===== src/rtl/mem_stage_pkg.sv =====
// Shared EX/MEM definitions: memory opcodes, funct3 width codes, MEM FSM states
// and small decode helpers used by the memory stage and its lane aligner.
package mem_stage_pkg;

    localparam logic [6:0] LOAD_OP_DEF  = 7'b0000011;
    localparam logic [6:0] STORE_OP_DEF = 7'b0100011;

    localparam logic [2:0] F3_B  = 3'b000;
    localparam logic [2:0] F3_H  = 3'b001;
    localparam logic [2:0] F3_W  = 3'b010;
    localparam logic [2:0] F3_BU = 3'b100;
    localparam logic [2:0] F3_HU = 3'b101;

    typedef enum logic [1:0] {
        WIDTH_B = 2'd0,
        WIDTH_H = 2'd1,
        WIDTH_W = 2'd2
    } width_e;

    typedef enum logic {
        ST_IDLE   = 1'b0,
        ST_ACCESS = 1'b1
    } state_e;

    // Reserved encodings (011/110/111) fall back to a full word access.
    function automatic width_e width_of(input logic [2:0] f3);
        case (f3)
            F3_B, F3_BU: return WIDTH_B;
            F3_H, F3_HU: return WIDTH_H;
            F3_W:        return WIDTH_W;
            default:     return WIDTH_W;
        endcase
    endfunction

    function automatic logic is_unsigned(input logic [2:0] f3);
        return (f3 == F3_BU) || (f3 == F3_HU);
    endfunction

    function automatic logic is_misaligned(input logic [2:0] f3, input logic [1:0] lo);
        case (width_of(f3))
            WIDTH_H: return lo[0];
            WIDTH_W: return lo != 2'b00;
            default: return 1'b0;
        endcase
    endfunction

endpackage


===== src/rtl/mem_stage_lsu_align.sv =====
// Byte-lane steering for the data-memory port: store byte enables and replicated
// write data, plus load byte/half selection with sign or zero extension.
module lsu_align
    import mem_stage_pkg::*;
(
    input  logic [1:0]  st_lo_i,
    input  logic [2:0]  st_funct3_i,
    input  logic        st_is_load_i,
    input  logic [31:0] st_data_i,
    output logic [3:0]  st_be_o,
    output logic [31:0] st_wdata_o,
    input  logic [1:0]  ld_lo_i,
    input  logic [2:0]  ld_funct3_i,
    input  logic [31:0] ld_rdata_i,
    output logic [31:0] ld_data_o
);

    logic [7:0]  rd_bytes [4];
    logic [7:0]  sel_byte;
    logic [15:0] sel_half;
    logic        ld_uns;

    genvar gi;
    generate
        for (gi = 0; gi < 4; gi++) begin : g_lane
            assign rd_bytes[gi] = ld_rdata_i[8*gi +: 8];
        end
    endgenerate

    // Replicating the data across lanes lets the be mask alone pick the target bytes.
    always_comb begin
        st_be_o    = 4'b1111;
        st_wdata_o = st_data_i;
        if (!st_is_load_i) begin
            case (width_of(st_funct3_i))
                WIDTH_B: begin
                    st_be_o    = 4'b0001 << st_lo_i;
                    st_wdata_o = {4{st_data_i[7:0]}};
                end
                WIDTH_H: begin
                    st_be_o    = st_lo_i[1] ? 4'b1100 : 4'b0011;
                    st_wdata_o = {2{st_data_i[15:0]}};
                end
                default: begin
                    st_be_o    = 4'b1111;
                    st_wdata_o = st_data_i;
                end
            endcase
        end
    end

    always_comb begin
        sel_byte  = rd_bytes[ld_lo_i];
        sel_half  = ld_lo_i[1] ? ld_rdata_i[31:16] : ld_rdata_i[15:0];
        ld_uns    = is_unsigned(ld_funct3_i);
        ld_data_o = ld_rdata_i;
        case (width_of(ld_funct3_i))
            WIDTH_B: ld_data_o = ld_uns ? {24'b0, sel_byte} : {{24{sel_byte[7]}}, sel_byte};
            WIDTH_H: ld_data_o = ld_uns ? {16'b0, sel_half} : {{16{sel_half[15]}}, sel_half};
            default: ld_data_o = ld_rdata_i;
        endcase
    end

endmodule


===== src/rtl/mem_stage.sv =====
// RV32I memory stage: accepts EX results, runs loads/stores over a req/ack port
// with a timeout, and registers one result per instruction toward write-back.
module mem_stage
    import mem_stage_pkg::*;
#(
    parameter logic [6:0] LOAD_OP        = LOAD_OP_DEF,
    parameter logic [6:0] STORE_OP       = STORE_OP_DEF,
    parameter int         TIMEOUT_CYCLES = 16
) (
    input  logic        clk,
    input  logic        rst,
    input  logic        in_valid,
    input  logic [6:0]  opcode,
    input  logic [2:0]  funct3,
    input  logic [31:0] c,
    input  logic [31:0] data2,
    input  logic [4:0]  rd,
    input  logic        reg_write,
    output logic        mem_stall,
    output logic        dmem_req,
    output logic        dmem_we,
    output logic [31:0] dmem_addr,
    output logic [3:0]  dmem_be,
    output logic [31:0] dmem_wdata,
    input  logic        dmem_ack,
    input  logic [31:0] dmem_rdata,
    output logic        wb_valid,
    output logic [4:0]  wb_rd,
    output logic        wb_reg_write,
    output logic [31:0] wb_data,
    output logic        exc_misalign,
    output logic        exc_bus_err
);

    localparam int              CNT_W    = $clog2(TIMEOUT_CYCLES + 1);
    localparam logic [CNT_W-1:0] CNT_LAST = CNT_W'(TIMEOUT_CYCLES - 1);

    state_e            state_q;
    logic [CNT_W-1:0]  cnt_q, cnt_d;
    logic              req_q, we_q;
    logic [31:0]       addr_q, wdata_q;
    logic [3:0]        be_q;
    logic [1:0]        lo_q;
    logic [2:0]        f3_q;
    logic [4:0]        rd_q;
    logic              rw_q;
    logic              wb_valid_q, wb_rw_q, misalign_q, bus_err_q;
    logic [4:0]        wb_rd_q;
    logic [31:0]       wb_data_q;

    logic        is_load, is_store, is_mem, misalign, timeout;
    logic [3:0]  st_be;
    logic [31:0] st_wdata, ld_data;

    assign is_load  = (opcode == LOAD_OP);
    assign is_store = (opcode == STORE_OP);
    assign is_mem   = is_load || is_store;
    assign misalign = is_misaligned(funct3, c[1:0]);
    assign cnt_d    = cnt_q + CNT_W'(1);
    assign timeout  = (cnt_q == CNT_LAST);

    lsu_align u_align (
        .st_lo_i      (c[1:0]),
        .st_funct3_i  (funct3),
        .st_is_load_i (is_load),
        .st_data_i    (data2),
        .st_be_o      (st_be),
        .st_wdata_o   (st_wdata),
        .ld_lo_i      (lo_q),
        .ld_funct3_i  (f3_q),
        .ld_rdata_i   (dmem_rdata),
        .ld_data_o    (ld_data)
    );

    // Stall drops in the ack cycle so EX advances exactly as the access retires.
    always_comb begin
        mem_stall = 1'b0;
        if (!rst) begin
            if (state_q == ST_IDLE)
                mem_stall = in_valid && is_mem && !misalign;
            else
                mem_stall = !dmem_ack;
        end
    end

    always_ff @(posedge clk) begin
        if (rst) begin
            state_q    <= ST_IDLE;
            cnt_q      <= '0;
            req_q      <= 1'b0;
            we_q       <= 1'b0;
            addr_q     <= '0;
            be_q       <= '0;
            wdata_q    <= '0;
            lo_q       <= '0;
            f3_q       <= '0;
            rd_q       <= '0;
            rw_q       <= 1'b0;
            wb_valid_q <= 1'b0;
            wb_rd_q    <= '0;
            wb_rw_q    <= 1'b0;
            wb_data_q  <= '0;
            misalign_q <= 1'b0;
            bus_err_q  <= 1'b0;
        end else begin
            wb_valid_q <= 1'b0;
            misalign_q <= 1'b0;
            bus_err_q  <= 1'b0;
            case (state_q)
                ST_IDLE: begin
                    if (in_valid) begin
                        if (!is_mem) begin
                            wb_valid_q <= 1'b1;
                            wb_rd_q    <= rd;
                            wb_rw_q    <= reg_write;
                            wb_data_q  <= c;
                        end else if (misalign) begin
                            wb_valid_q <= 1'b1;
                            misalign_q <= 1'b1;
                            wb_rd_q    <= rd;
                            wb_rw_q    <= 1'b0;
                            wb_data_q  <= c;
                        end else begin
                            state_q <= ST_ACCESS;
                            cnt_q   <= '0;
                            req_q   <= 1'b1;
                            we_q    <= is_store;
                            addr_q  <= {c[31:2], 2'b00};
                            be_q    <= st_be;
                            wdata_q <= st_wdata;
                            lo_q    <= c[1:0];
                            f3_q    <= funct3;
                            rd_q    <= rd;
                            rw_q    <= reg_write && is_load;
                        end
                    end
                end
                ST_ACCESS: begin
                    cnt_q <= cnt_d;
                    if (dmem_ack) begin
                        state_q    <= ST_IDLE;
                        req_q      <= 1'b0;
                        wb_valid_q <= 1'b1;
                        wb_rd_q    <= rd_q;
                        wb_rw_q    <= rw_q;
                        wb_data_q  <= we_q ? 32'b0 : ld_data;
                    end else if (timeout) begin
                        state_q    <= ST_IDLE;
                        req_q      <= 1'b0;
                        wb_valid_q <= 1'b1;
                        bus_err_q  <= 1'b1;
                        wb_rd_q    <= rd_q;
                        wb_rw_q    <= 1'b0;
                        wb_data_q  <= 32'b0;
                    end
                end
                default: state_q <= ST_IDLE;
            endcase
        end
    end

    assign dmem_req     = req_q;
    assign dmem_we      = we_q;
    assign dmem_addr    = addr_q;
    assign dmem_be      = be_q;
    assign dmem_wdata   = wdata_q;
    assign wb_valid     = wb_valid_q;
    assign wb_rd        = wb_rd_q;
    assign wb_reg_write = wb_rw_q;
    assign wb_data      = wb_data_q;
    assign exc_misalign = misalign_q;
    assign exc_bus_err  = bus_err_q;

endmodule


===== config.mk =====
export PLATFORM = sky130hd
export DESIGN_NAME = mem_stage
export DESIGN_NICKNAME = d
export VERILOG_FILES = /design/src/rtl/mem_stage_pkg.sv /design/src/rtl/mem_stage_lsu_align.sv /design/src/rtl/mem_stage.sv
export SDC_FILE = /design/constraint.sdc
export NUM_CORES = 1
export LEC_CHECK = 0
export CORE_AREA = 2 2 127 116
export DETAILED_ROUTE_END_ITERATION = 8
export DIE_AREA = 0 0 129 118
export GPL_ROUTABILITY_DRIVEN = 1
export PLACE_DENSITY = 0.87
export SLEW_MARGIN = 20
export SYNTH_ARGS = -nofsm -noshare
export SYNTH_HDL_FRONTEND = slang
export SYNTH_SLANG_ARGS = --single-unit

===== constraint.sdc =====
create_clock -name clk -period 4 [get_ports clk]
set_clock_uncertainty 0.1 [all_clocks]
set_input_delay 0.8 -clock clk [delete_from_list [all_inputs] [get_ports clk]]
set_output_delay 0.8 -clock clk [all_outputs]
set_load 0.02 [all_outputs]

Yosys cells after proc, flatten, opt, wreduce, memory -nomap -nowiden
Index checks and enable logic that the tools add are counted.
{"block": "op_classes", "n_addsub": 1, "n_lt_le_gt_ge": 1, "eq_ne": 18, "n_shift": 1, "muxes": 58, "bitwise": 5, "n_reduce_logical": 22}
{"cell": "32-bit two-way mux", "n": 9}
{"cell": "32-bit case mux with 2 select lines", "n": 3}
{"cell": "5-bit two-way mux", "n": 8}
{"cell": "1-bit two-way mux", "n": 21}
{"cell": "5-bit case mux with 2 select lines", "n": 2}
{"cell": "8-bit binary-select mux with 2-bit select", "n": 1}
{"cell": "16-bit two-way mux", "n": 1}
{"cell": "8-bit two-way mux", "n": 2}
{"cell": "3-bit == test, second input constant", "n": 4}
{"cell": "1-bit case mux with 2 select lines", "n": 5}
{"cell": "4-bit two-way mux", "n": 2}
{"cell": "2-bit case mux with 2 select lines", "n": 2}
{"cell": "4-bit case mux with 2 select lines", "n": 1}
{"cell": "4-bit AND reduction", "n": 2}
{"cell": "2-bit OR reduction", "n": 4}
{"cell": "7-bit by 2-bit == test with 1-bit output, second input constant", "n": 1}
{"cell": "7-bit by 6-bit == test with 1-bit output, second input constant", "n": 1}
{"cell": "2-bit by 1-bit == test with 1-bit output, second input constant", "n": 3}
{"cell": "3-bit by 1-bit == test with 1-bit output, second input constant", "n": 2}
{"cell": "3-bit zero test", "n": 2}
{"cell": "2-bit inequality test, second input constant", "n": 3}
{"cell": "3-bit AND reduction", "n": 2}
{"cell": "5-bit by 1-bit adder with 5-bit output, second input constant", "n": 1}
{"cell": "5-bit by 4-bit == test with 1-bit output, second input constant", "n": 1}
{"cell": "15 further kinds", "n": 23}
{"block": "word_totals", "regBits": 126, "inputBits": 116, "output_inout_bits": 112, "elab_cells": 123}

Longest topological paths before layout
{"block": "logic_depth", "ltp_word": 9, "mapped_depth": 9, "depth_no_buf": 7}

Modules after synthesis
From an unflattened synthesis, not the netlist that was laid out.
{"block": "unflattened", "cells_unflattened": 691, "area_unflattened_um2": 6655.1}
{"module": "mem_stage", "instances": 1, "cells_each": 523, "area_per_inst_um2": 5475.3, "seq_area_each_um2": 2522.4}
{"module": "lsu_align", "instances": 1, "cells_each": 168, "area_per_inst_um2": 1179.9, "seq_area_each_um2": 0.0}

Least setup slack after synthesis
OpenSTA, ideal clock, no wires.
{"block": "synth_path", "kind": "input to output", "from": "input port c[0]", "to": "output port mem_stall", "t_arrival_ns": 1.933, "t_required_ns": 3.100, "path_slack_ns": 1.167, "cell_stages": 4, "path_cell_list": "buf_2 a21boi_0 a41oi_1 nor3b_1"}
{"block": "synth_via", "elab_chain_cells": 6}
{"item": "from (decl)", "line_no": "mem_stage.sv:15", "rtl": "input logic [31:0] c,"}
{"item": "2-bit nonzero test", "line_no": "mem_stage_pkg.sv:42", "rtl": "WIDTH_W: return lo != 2'b00;"}
{"item": "1-bit case mux with 2 select lines (*)", "line_no": "mem_stage_pkg.sv:40", "rtl": "case (width_of(f3))"}
{"item": "1-bit zero test (*)", "line_no": "mem_stage.sv:80", "rtl": "mem_stall = in_valid && is_mem && !misalign;"}
{"item": "1-bit logical AND (*)", "line_no": "mem_stage.sv:80"}
{"item": "1-bit two-way mux (*)", "line_no": "mem_stage.sv:79", "rtl": "if (state_q == ST_IDLE)"}
{"item": "1-bit two-way mux (*)", "line_no": "mem_stage.sv:78", "rtl": "if (!rst) begin"}
{"item": "to (decl)", "line_no": "mem_stage.sv:19", "rtl": "output logic mem_stall,"}
Mark *: on every way between the ends. The rest lies on a longest branch, timed or not.

Worst setup path in the final report
Same ends and word-level chain as after synthesis.

==> impl_metrics.prom <==
# TYPE chip_impl_metric gauge
chip_impl_metric{name="cts_buffer_depth",unit=""} 2
chip_impl_metric{name="cts_max_level",unit=""} 4
chip_impl_metric{name="drt_first_pass_iters",unit=""} 5
chip_impl_metric{name="max_clock_freq",unit="MHz"} 268
chip_impl_metric{name="timing_hold_violations_final",unit=""} 0
chip_impl_metric{name="maxSlewHeadroom",unit=""} 0.386
chip_impl_metric{name="critical_path.max_stage_delay",unit="ps"} 680
chip_impl_metric{name="initial_core_util",unit=""} 0.442
chip_impl_metric{name="min_period_over_period",unit=""} 0.934
chip_impl_metric{name="cellPowerDensity",unit="mW/mm^2"} 380
chip_impl_metric{name="synth_edf_count",unit=""} 0
chip_impl_info{name="worstPathCellList",value="clkdlybuf4s50_1 > a21boi_0 > a41oi_1 > nor3b_1 > clkdlybuf4s50_1"} 1
chip_impl_metric{name="ys_async_sr_fraction",unit=""} 0
chip_impl_metric{name="finalMaxSlewViolations",unit=""} 0
chip_impl_metric{name="port_buffers",unit=""} 225
chip_impl_metric{name="core_area",unit="mm^2"} 0.0139
chip_impl_info{name="setup.worst_path.class",value="input port to output pin"} 1
chip_impl_metric{name="synthesis.area_per_instance",unit="um^2"} 8.40
chip_impl_metric{name="design.portCount",unit=""} 228
chip_impl_info{name="cp-end-kind",value="output pin"} 1
chip_impl_info{name="ctsRootBufferMaster",value="sky130_fd_sc_hd__clkbuf_16"} 1
chip_impl_metric{name="cts_made_buffers",unit=""} 17
chip_impl_info{name="layout_commonest_cell",value="sky130_fd_sc_hd__clkdlybuf4s50_1"} 1
chip_impl_info{name="synthDominantAreaCellType",value="sky130_fd_sc_hd__dfxtp_1"} 1
chip_impl_metric{name="antenna_violations_before_repair",unit=""} 0
chip_impl_metric{name="syn-cell-area",unit="mm^2"} 0.00615
chip_impl_metric{name="diodes",unit=""} 0
chip_impl_metric{name="detail_route.wirelength",unit="um"} 22700
chip_impl_metric{name="peakVddDrop",unit="V"} 0.000312
chip_impl_info{name="crit_family",value="buffers and inverters"} 1
chip_impl_metric{name="cts-resized-gates",unit=""} 0
chip_impl_metric{name="final_antenna_net_count",unit=""} 0
chip_impl_metric{name="worst_slew_pin_slew",unit="ps"} 920
chip_impl_info{name="mostFrequentLayoutCells",value="sky130_fd_sc_hd__clkdlybuf4s50_1 (224), sky130_fd_sc_hd__dfxtp_1 (126), sky130_fd_sc_hd__o21ai_0 (77)"} 1
chip_impl_info{name="tritoncts",value="yes"} 1
chip_impl_metric{name="grt.overflow.total",unit=""} 0
chip_impl_metric{name="post-route-drc-count",unit=""} 0
chip_impl_metric{name="dr_total_vias",unit=""} 6825
chip_impl_metric{name="grt_first_pass_wirelength",unit="um"} 34600
chip_impl_metric{name="fill_cells",unit=""} 1104
chip_impl_info{name="synth_ff_type",value="sky130_fd_sc_hd__dfxtp_1"} 1
chip_impl_metric{name="drt_first_iter_violations",unit=""} 761
chip_impl_metric{name="slack_of_the_worst_reg_to_reg_path",unit="ps"} 1440
chip_impl_metric{name="timing.critical_path.arrival",unit="ps"} 2840
chip_impl_info{name="result_of_the_run",value="finished clean"} 1
chip_impl_info{name="critPathLaunchType",value="input port"} 1
chip_impl_metric{name="clock_insertion_delay_worst_skew",unit="ps"} 420
chip_impl_metric{name="synthToLayoutAreaGrowth",unit="%"} 49.2
chip_impl_metric{name="die_h",unit="um"} 118
chip_impl_info{name="class_of_the_worst_hold_path",value="flop to flop"} 1
chip_impl_metric{name="final.setup.tns",unit="ps"} 0
chip_impl_metric{name="synth_seq_area_share",unit=""} 0.410
chip_impl_metric{name="static-leakage-power",unit="uW"} 0.00308
chip_impl_metric{name="drive_above_1_share",unit=""} 0.0907
chip_impl_metric{name="grt_util_all_layers",unit=""} 0.290
chip_impl_metric{name="final_net_count",unit=""} 1042
chip_impl_metric{name="timing.hold.ws",unit="ps"} 374
chip_impl_metric{name="postCtsSetupBuffers",unit=""} 0
chip_impl_info{name="synth_top_cells_by_area",value="sky130_fd_sc_hd__dfxtp_1 (41%), sky130_fd_sc_hd__o21ai_0 (6.3%), sky130_fd_sc_hd__a21oi_1 (5.9%), sky130_fd_sc_hd__mux2i_1 (4.4%), sky130_fd_sc_hd__nand3_1 (4.3%)"} 1
chip_impl_metric{name="die_area",unit="mm^2"} 0.0152
chip_impl_metric{name="gpl.final_weighted_congestion",unit=""} 0.912
chip_impl_metric{name="cts_hold_buffers",unit=""} 0
chip_impl_metric{name="post_synth_num_cell_types",unit=""} 60
chip_impl_metric{name="clkSlewWorstSetupHoldPaths",unit="ps"} 50
chip_impl_metric{name="synth-seq-cells",unit=""} 126
chip_impl_metric{name="layoutNonFillerInstCount",unit=""} 1130
chip_impl_metric{name="clock-sinks",unit=""} 126
chip_impl_metric{name="cp.buffers_inverters",unit=""} 2
chip_impl_metric{name="cap_violations",unit=""} 0
chip_impl_metric{name="synth-warning-count",unit=""} 0
chip_impl_metric{name="syn-instance-count",unit=""} 732
chip_impl_metric{name="cp.required",unit="ps"} 3100
chip_impl_metric{name="place.detailed.instances",unit=""} 1098
chip_impl_metric{name="floorplan.die.width",unit="um"} 129
chip_impl_metric{name="viasPerCell",unit=""} 6.04
chip_impl_metric{name="power",unit="uW"} 3480
chip_impl_metric{name="fin_crit",unit="ps"} 3740
chip_impl_metric{name="detailed_place_hpwl",unit="um"} 15700
chip_impl_metric{name="via_count_of_the_first_global_routing_pass",unit=""} 6239
chip_impl_metric{name="rows",unit=""} 41
chip_impl_metric{name="setup_viol",unit=""} 0
chip_impl_metric{name="grt_max_degree",unit=""} 62
chip_impl_info{name="crit_slowest_cell",value="sky130_fd_sc_hd__clkdlybuf4s50_1"} 1
chip_impl_metric{name="crit_path_max_fanout",unit=""} 5
chip_impl_info{name="grt_setup_unrepaired",value="false"} 1
chip_impl_metric{name="routedWlPerCell",unit="um"} 20.1
chip_impl_info{name="crit_path_frequent_cell",value="sky130_fd_sc_hd__clkdlybuf4s50_1"} 1
chip_impl_metric{name="area_fraction_of_the_dominant_cell_type_after_synthesis",unit=""} 0.410
[sequential cells by signal, indices dropped and copies added, names as in the netlist, 2 cells and up]
signal      flops
wb_rd           5
dmem_wdata     32
lo_q            2
wb_data        32
dmem_be         4
dmem_addr      30
rd_q            5
f3_q            3
cnt_q           5
[worst paths after layout]
kind	startpoint	end	cells past startpoint
worst min register to register	dmem_wdata[25]	dmem_wdata[25]	2
worst max register to register	f3_q[1]	wb_data[27]	4
worst min-delay path	dmem_wdata[25]	dmem_wdata[25]	2
worst max-delay path	c[0]	mem_stall	5
[routing by layer]
layer,routed length [um],track usage,part of all wire,vias up
li1,-,-,-,3137
met1,9670,0.406,0.43,3250
met2,10500,0.442,0.46,399
met3,2020,0.0605,0.089,39
met4,495,0.0951,0.022,0
met5,0,0,0,-
[report_power, final]
part | total (uW) | internal, uW | switching, uW | leakage (uW)
clock | 1730 | 1170 | 568 | 0.000325
combinational | 445 | 213 | 232 | 0.00173
sequential | 1300 | 1290 | 17.4 | 0.00102
total | 3480 | 2670 | 817 | 0.00308
[cell usage after synthesis (all sizes together) (2+ instances only)]
library cell,instances
a211oi,21
a21oi,73
a221oi,6
a22oi,17
a311oi,25
a41oi,2
and2,8
buf,30
clkbuf,48
dfxtp,126
ha,2
inv,9
mux2i,27
nand2,44
nand2b,10
nand3,54
nand3b,4
nand4,2
nor2,27
nor2b,10
nor3,32
nor4,7
o211ai,14
o21ai,79
o22ai,9
o31ai,7
o32ai,16
or2,2
or3,2
or3b,2
[metrics by stage]
stage          worst slack [ps]  utilization  instance area, um^2
5_1_grt                     149        0.660                 9180
4_1_cts                     284        0.660                 9180
2_1_floorplan              1170            -                 6150
3_3_place_gp                386        0.612                 8510
3_5_place_dp                304        0.612                 8510
6_report                    263        0.660                 9180
[worst reg2reg max path, delay by kind of cell, from the launching register on]
family / cells / cell delay, ps
compound gates: 2 / 530
simple gates: 1 / 660
flops: 1 / 920
buf+inv: 1 / 260
[final cells by class]
class                   count  area, um^2  area share
multi-input cells         519        3270       0.357
clock inverters            11         185      0.0202
repair buffers            250        2440       0.266
well taps                 193         241      0.0263
flip-flops and latches    126        2520       0.275
inverters                  10        37.5     0.00409
clock buffers              21         480      0.0524
[kinds of logic (layout without fill, tap and decap cells)]
kind of cell    Yosys count  after routing  synth area share
compound gates          278            278             0.303
simple gates            210            210             0.175
flops                   126            126             0.410
buf+inv                  88            292            0.0631
mux                      27             27            0.0439
fa+ha+maj                 2              2           0.00407
other cells               1              2          0.000610
(Power assumes the default switching activity.)
